==> src/rtl/crc_pkg.sv <==
// Shared CRC helpers: bit-reflection functions, checker FSM states and a
// catalogue of common CRC presets.
package crc_pkg;

    typedef enum logic [1:0] {
        ACC    = 2'd0,
        CALC   = 2'd1,
        RESULT = 2'd2
    } fsm_state_t;

    // CRC-8 (poly 0x07)
    localparam int          CRC8_BITS    = 8;
    localparam logic [31:0] CRC8_POLY    = 32'h0000_0007;
    localparam logic [31:0] CRC8_INIT    = 32'h0000_0000;
    localparam bit          CRC8_REFIN   = 1'b0;
    localparam bit          CRC8_REFOUT  = 1'b0;
    localparam logic [31:0] CRC8_XOROUT  = 32'h0000_0000;

    // CRC-16/CCITT-FALSE
    localparam int          CRC16_BITS   = 16;
    localparam logic [31:0] CRC16_POLY   = 32'h0000_1021;
    localparam logic [31:0] CRC16_INIT   = 32'h0000_FFFF;
    localparam bit          CRC16_REFIN  = 1'b0;
    localparam bit          CRC16_REFOUT = 1'b0;
    localparam logic [31:0] CRC16_XOROUT = 32'h0000_0000;

    // CRC-32 (Ethernet / zip)
    localparam int          CRC32_BITS   = 32;
    localparam logic [31:0] CRC32_POLY   = 32'h04C1_1DB7;
    localparam logic [31:0] CRC32_INIT   = 32'hFFFF_FFFF;
    localparam bit          CRC32_REFIN  = 1'b1;
    localparam bit          CRC32_REFOUT = 1'b1;
    localparam logic [31:0] CRC32_XOROUT = 32'hFFFF_FFFF;

    // Mirror the bit order of a byte.
    function automatic logic [7:0] reflect8(input logic [7:0] b);
        return {b[0], b[1], b[2], b[3], b[4], b[5], b[6], b[7]};
    endfunction

    // Mirror the low w bits of v (w <= 32); upper result bits are zero.
    function automatic logic [31:0] reflect_bits(input logic [31:0] v, input int w);
        logic [31:0] r;
        logic [31:0] t;
        r = '0;
        t = v;
        for (int i = 0; i < 32; i++) begin
            if (i < w) begin
                r = {r[30:0], t[0]};
                t = t >> 1;
            end
        end
        return r;
    endfunction

endpackage

==> src/rtl/crc_process_byte.sv <==
// Combinational byte step of a normal-form (MSB-first) CRC register:
// the byte is XORed into the top of the register, then eight shift/divide steps.
module crc_process_byte #(
    parameter int              bits = 8,
    parameter logic [bits-1:0] poly = bits'(8'h33)
) (
    input  logic            refin_in,
    input  logic [bits-1:0] crc_in,
    input  logic [7:0]      byte_in,
    output logic [bits-1:0] crc_out
);
    import crc_pkg::*;

    logic [7:0]      byte_ordered;
    logic [bits-1:0] stage [0:8];

    assign byte_ordered = refin_in ? reflect8(byte_in) : byte_in;
    assign stage[0]     = crc_in ^ (bits'(byte_ordered) << (bits - 8));

    // One polynomial division step per message bit.
    generate
        for (genvar gi = 0; gi < 8; gi++) begin : g_bit
            assign stage[gi+1] = stage[gi][bits-1] ? ((stage[gi] << 1) ^ poly)
                                                   : (stage[gi] << 1);
        end
    endgenerate

    assign crc_out = stage[8];

endmodule

==> config.mk <==
export PLATFORM = sky130hd
export DESIGN_NAME = crc_process_byte
export DESIGN_NICKNAME = d
export VERILOG_FILES = /design/src/rtl/crc_pkg.sv /design/src/rtl/crc_process_byte.sv
export SDC_FILE = /design/constraint.sdc
export NUM_CORES = 1
export LEC_CHECK = 0
export CORE_AREA = 10 10 47 49
export DETAILED_ROUTE_END_ITERATION = 12
export DIE_AREA = 0 0 57 59
export PLACE_DENSITY = 0.65
export SYNTH_ARGS = -nofsm -noshare
export SYNTH_HDL_FRONTEND = slang
export SYNTH_SLANG_ARGS = --single-unit
export TNS_END_PERCENT = 20
==> constraint.sdc <==
create_clock -name vclk -period 3.8
set_input_delay 0.76 -clock vclk [all_inputs]
set_output_delay 0.76 -clock vclk [all_outputs]
set_load 0.03 [all_outputs]
# Word level (Yosys, flattened, before mapping)
# Index checks and enable logic that the tools add are counted.
[totals] register_bits=0 word_cells=18 inputBits=17
[classes] bitwise=9 muxes=9
[ops] operator="$mux W6" n=8
[ops] operator="$not A4 Y4" n=8
[ops] operator="$mux W8" n=1
[ops] operator="$xor A8 B8 Y8" n=1

# Longest topological paths before layout
# Gate-level depths: netlist (run 1).
[depth] word_depth=18 mapped_depth=5

# Worst setup path after synthesis (run 1)
# No wires, ideal clock.
[synth_timing] path_kind="in2out" from="input port refin_in" to="output port crc_out[2]" path_stages=5 n_path_buf=1 path_slack_ns=0.629 t_arrival_ns=2.411 cell_sequence="buf_6 mux2i_1 xnor2_2 xnor3_2 xnor2_1"
[synth_via] elab_chain_cells=11 word_cells_on_any_way=14 cone_classes="mux (8); bitwise (6)"
[synth_rtl] item="from (decl)" line_no="crc_process_byte.sv:7" rtl="input logic refin_in,"
[synth_rtl] item="$mux W8 *" line_no="crc_process_byte.sv:17" rtl="assign byte_ordered = refin_in ? reflect8(byte_in) : byte_in;"
[synth_rtl] item="$xor A8 B8 Y8 *" line_no="crc_process_byte.sv:18" rtl="assign stage[0] = crc_in ^ (bits'(byte_ordered) << (bits - 8));"
[synth_rtl] item="$mux W6" line_no="crc_process_byte.sv:23" rtl="assign stage[gi+1] = stage[gi][bits-1] ? ((stage[gi] << 1) ^ poly)"
[synth_rtl] item="$not A4 Y4 (no source line)"
[synth_rtl] item="$mux W6" line_no="crc_process_byte.sv:23"
[synth_rtl] item="$not A4 Y4 (no source line)"
[synth_rtl] item="$mux W6 (2 in a row)" line_no="crc_process_byte.sv:23"
[synth_rtl] item="$not A4 Y4 (no source line)"
[synth_rtl] item="$mux W6 * (2 in a row)" line_no="crc_process_byte.sv:23"
[synth_rtl] item="to (decl)" line_no="crc_process_byte.sv:10" rtl="output logic [bits-1:0] crc_out"
# Mark *: on every way between the ends. The rest lies on a longest branch, timed or not.

# Worst setup path in the final report (run 1)
[layout_timing] from="input port refin_in" to="output port crc_out[5]"
[layout_via] elab_chain_cells=11 word_cells_on_any_way=17 cone_classes="mux (9); bitwise (8)"
[layout_rtl] item="$mux W8 *" line_no="crc_process_byte.sv:17"
[layout_rtl] item="$xor A8 B8 Y8 *" line_no="crc_process_byte.sv:18"
[layout_rtl] item="$mux W6 or $not A4 Y4 (tied branches)"
[layout_rtl] item="$not A4 Y4 (no source line) or $mux W6 (tied branches)"
[layout_rtl] item="$mux W6 or $not A4 Y4 (tied branches)"
[layout_rtl] item="$mux W6" line_no="crc_process_byte.sv:23"
[layout_rtl] item="$mux W6 or $not A4 Y4 (tied branches)"
[layout_rtl] item="$not A4 Y4 (no source line) or $mux W6 (tied branches)"
[layout_rtl] item="$mux W6 or $not A4 Y4 (tied branches)"
[layout_rtl] item="$not A4 Y4 (no source line) or $mux W6 (tied branches)"
[layout_rtl] item="$mux W6 *" line_no="crc_process_byte.sv:23"
# Marks and branches as above.

==> impl_metrics.toml, run 1 <==
[die]
design.core.area_um2 = 1400
die_x_um = 57
die_area_um2 = 3360
starting_density_of_the_core = 0.263
io-pin-count = 25
die_h_um = 59
floorplan.rows = 14

[detailed_routing]
finalWirelength_um = 869
routed-via-count = 307
viasPerCell = 4.04
dr_wl_met2_um = 454
routed-wl-met3_um = 106
drtPass1Iterations = 2
drc = 0
drtAntennaViolNets = 0
wl_met1_um = 308
dr.first_iter.drc_count = 1
route.top_layer_used = "met3"
wire_per_inst_um = 11.4

[setup_path]
cp.required_ns = 3.04
worstSetupPathType = "in2out"
worst_ep_arrival_time_ns = 2.77
critical_path_peak_fanout = 8
worstSetupStartpointType = "primary input"
worst_setup_path_end_kind = "output pin"

[grt]
gr-total-overflow = 0
grt_pass1_vias = 334
grt_first_pass_wirelength_mm = 1.33
initial_antenna_violation_count = 0
grt_max_degree = 9
track_usage = 0.0450

[finish]
area.sequential_um2 = 0
most_frequent_cells_in_the_layout = "18 x clkdlybuf4s50_1, 14 x xnor2_1, 8 x xor2_1, 8 x buf_4, 7 x mux2i_1"
drive_above_1_share = 0.217
clock_buffer_count = 0
number_of_inserted_diodes = 0
layout.filler_cells = 152
area_growth_pct = 67.7
final_nets = 79
layout_commonest_cell = "clkdlybuf4s50_1"
number_of_sequential_cells_in_the_layout = 0

[sta]
maxSlewHeadroom = 0.744
final.min_clock_period_ns = 3.53
tightestPinTransition_ns = 0.382
fmax_ghz = 0.283
final_report_hold_violation_count = 0
setup_total_negative_slack_ns = 0
report.final.setup_viol = 0
rsz_0062_raised_after_global_routing = "false"
final_min_period_over_clock_period = 0.930
slew_violations = 0

[placed_design]
gp_congestion = 0.662
port_bufs = 25

[yosys]
syn_inst = 35
synthesis.area_per_instance_um2 = 10.5
synth_nets = 52
yosys.cell_types.count = 8
number_of_warnings_printed_during_yosys_synthesis = 0
syn-cell-area_um2 = 368
synth.yosys.seq_area_share = 0

[cts]
ctsResizeCount = 0
cts_hold_buf = 0
postCtsSetupRepairBufs = 0

[power]
power.density_cell_area_nw_per_um2 = 492
totalPowerFinal_mw = 0.304
ir_worst_vdd_v = 0.000254
static-leakage-power_nw = 0.262

[worst_hold_path]
worstHoldEndpoint = "crc_out[0]"
min_from = "crc_in[4]"
worst_hold_path.num_cells = 5
hold_class = "in2out"

[run]
maxCapViolCount = 0

[status]
run_status = "completed"
metal layers:
metal  vias to the layer above  global-route usage
met5                         -                   0
met4                         0                   0
met3                         0              0.0236
met2                        14              0.0868
met1                       128              0.0441
li1                        165                   -
final cells by class:
type / instances / area [um2] / area share
timing repair buffer: 26 / 240 / 0.389
multi-input combinational: 34 / 357 / 0.578
tap: 16 / 20.0 / 0.0325
worst max-delay path by stage:
stage | startpoint | end | slack (ns) | depth (start not counted)
2_1_floorplan | refin_in | crc_out[2] | 0.63 | 5
3_3_place_gp | refin_in | crc_out[5] | 0.26 | 7
3_5_place_dp | refin_in | crc_out[5] | 0.25 | 7
4_1_cts | refin_in | crc_out[5] | 0.24 | 7
5_1_grt | refin_in | crc_out[2] | 0.12 | 7
6_report | refin_in | crc_out[5] | 0.27 | 7
where the power goes:
part	internal, mW	leakage, nW	total, mW	switching [mW]
clock network	0	0	0	0
registers	0	0	0	0
logic	0.134	0.262	0.304	0.169
total	0.134	0.262	0.304	0.169
through the flow:
step	setup WS [ns]	util	hold slack, ns	std cells	cell area, um2
floorplan	0.629	-	1.86	35	368
global placement	0.265	0.440	2.51	76	617
detailed placement	0.249	0.440	2.51	76	617
CTS	0.245	0.440	2.51	76	617
global route	0.118	0.440	2.59	76	617
finish	0.266	0.440	2.50	76	617
cells by family (layout without fill, tap and decap cells):
group                     after synthesis  after routing  share of synthesized area
buffers and inverters                   1             26                     0.0306
xor gates and xnor gates               26             26                      0.742
muxes                                   8              8                      0.228
critical path, cell delays in order:
cell,delay (ns)
clkdlybuf4s50_1,0.46
buf_4,0.18
mux2i_1,0.28
xnor2_2,0.20
xnor3_2,0.54
xor2_1,0.18
buf_4,0.18
synth_stat cells, drive strengths merged:
library cell  number  share of area
xnor3              2           0.13
xor2               9           0.23
mux2i              8           0.23
buf                1          0.031
xnor2             15           0.38
Power figures use the tool's default switching activity.
==> inputs of run 2 (changes only) <==
--- a/config.mk
+++ b/config.mk
@@ -9,6 +9,7 @@
 export DETAILED_ROUTE_END_ITERATION = 12
 export DIE_AREA = 0 0 57 59
 export PLACE_DENSITY = 0.65
+export SLEW_MARGIN = 40
 export SYNTH_ARGS = -nofsm -noshare
 export SYNTH_HDL_FRONTEND = slang
 export SYNTH_SLANG_ARGS = --single-unit
==> results of run 2 <==
The final DEF is identical to that of run 1; final timing and power are the same.
==> inputs of run 3 (changes only) <==
--- a/config.mk
+++ b/config.mk
@@ -9,6 +9,8 @@
 export DETAILED_ROUTE_END_ITERATION = 12
 export DIE_AREA = 0 0 57 59
 export PLACE_DENSITY = 0.65
+export REMOVE_ABC_BUFFERS = 1
+export SETUP_SLACK_MARGIN = 0.2
 export SLEW_MARGIN = 40
 export SYNTH_ARGS = -nofsm -noshare
 export SYNTH_HDL_FRONTEND = slang
==> constraint.sdc (replaced) <==
create_clock -name vclk -period 3.8
set_input_delay 0.57 -clock vclk [all_inputs]
set_output_delay 0.57 -clock vclk [all_outputs]
set_load 0.03 [all_outputs]
==> impl_metrics.toml, run 3 (same netlist as run 1, synthesis figures left out) <==
[finish]
layout_commonest_cell = "clkdlybuf4s50_1"
number_of_inserted_diodes = 0
most_frequent_cells_in_the_layout = "19 x clkdlybuf4s50_1, 14 x xnor2_1, 8 x xor2_1"
postLayoutCoreUtil = 0.440
clock_buffer_count = 0
layout.filler_cells = 144
final_nets = 78
drive_above_1_share = 0.169
area.sequential_um2 = 0
number_of_sequential_cells_in_the_layout = 0
area_growth_pct = 67.7
finish.instance_area_um2 = 617

[grt]
grt_max_degree = 9
track_usage = 0.0463
grt_pass1_vias = 315
grt_first_pass_wirelength_mm = 1.37
gr-total-overflow = 0
initial_antenna_violation_count = 0

[cts]
postCtsSetupRepairBufs = 0

[placed_design]
hpwlAfterDp_um = 835
postPlaceCellArea_um2 = 614
gp_congestion = 0.622
port_bufs = 25

[die]
die_h_um = 59
die_x_um = 57
io-pin-count = 25
design.core.area_um2 = 1400
floorplan.rows = 14
die_area_um2 = 3360
starting_density_of_the_core = 0.263

[detailed_routing]
viasPerCell = 4.15
drtAntennaViolNets = 0
wire_per_inst_um = 11.6
dr.first_iter.drc_count = 1
drtPass1Iterations = 4
finalWirelength_um = 870
drc = 0
routed-via-count = 311

[worst_hold_path]
hold_class = "in2out"

[status]
run_status = "completed"

[sta]
final_report_hold_violation_count = 0
final.min_clock_period_ns = 3.08
slew_violations = 0
fmax_ghz = 0.325
final_min_period_over_clock_period = 0.809
setup_total_negative_slack_ns = 0
report.final.setup_viol = 0
rsz_0062_raised_after_global_routing = "false"
tightestPinTransition_ns = 0.471
maxSlewHeadroom = 0.685

[setup_path]
worst_setup_path_end_kind = "output pin"
worst_ep_arrival_time_ns = 2.51
cp.required_ns = 3.23
critical_path_peak_fanout = 8
worstSetupStartpointType = "primary input"
worstSetupPathType = "in2out"

[power]
static-leakage-power_nw = 0.264
ir_worst_vdd_v = 0.000233
power.density_cell_area_nw_per_um2 = 500
totalPowerFinal_mw = 0.309

[run]
maxCapViolCount = 0
## run 3: cell types whose count changed in the layout (fill, tap and decap cells not counted)
cell and delta:
dlymetal6s2s_1 +1, buf_4 -3, clkdlybuf4s50_1 +1
## run 3: worst paths after layout
kind	startpoint	to	slack, ns	cells past startpoint
min	crc_in[5]	crc_out[1]	2.13	5
max	refin_in	crc_out[7]	0.72	6
## run 3: through the flow
step                setup WS (ns)  std cells  hold slack, ns
floorplan                    1.16         34            1.48
global placement            0.314         75            2.15
detailed placement          0.325         75            2.13
CTS                         0.321         75            2.13
global route                0.552         75            2.15
finish                      0.724         75            2.13
## run 3: power breakdown
| group | leakage, nW | total (mW) | switching (mW) | internal, mW |
|---|---|---|---|---|
| clock network | 0 | 0 | 0 | 0 |
| logic | 0.264 | 0.309 | 0.171 | 0.138 |
| registers | 0 | 0 | 0 | 0 |
## run 3: per-layer routing
layer | vias to the layer above | wire length (um) | global-route usage
met3 | 0 | 95 | 0.0215
li1 | 163 | - | -
met1 | 136 | 292 | 0.0418
met2 | 12 | 482 | 0.0961
met4 | 0 | 0 | 0
met5 | - | 0 | 0
## run 3: layout make-up
type | instances | area, um2 | area share
multi-input cells | 34 | 357 | 0.578
well taps | 16 | 20.0 | 0.0325
repair buffers | 25 | 240 | 0.389
## run 3: critical path: stages
cell and delay (ns):
dlymetal6s2s_1 0.37, mux2i_2 0.31, xor2_2 0.26, xnor2_1 0.17, xnor2_1 0.13, clkdlybuf4s50_1 0.69
## run 3: timing repair
item                       in CTS  in global routing
setup endpoints to repair       0                  1
resized for setup               0                  1
hold buffers                    0                  0
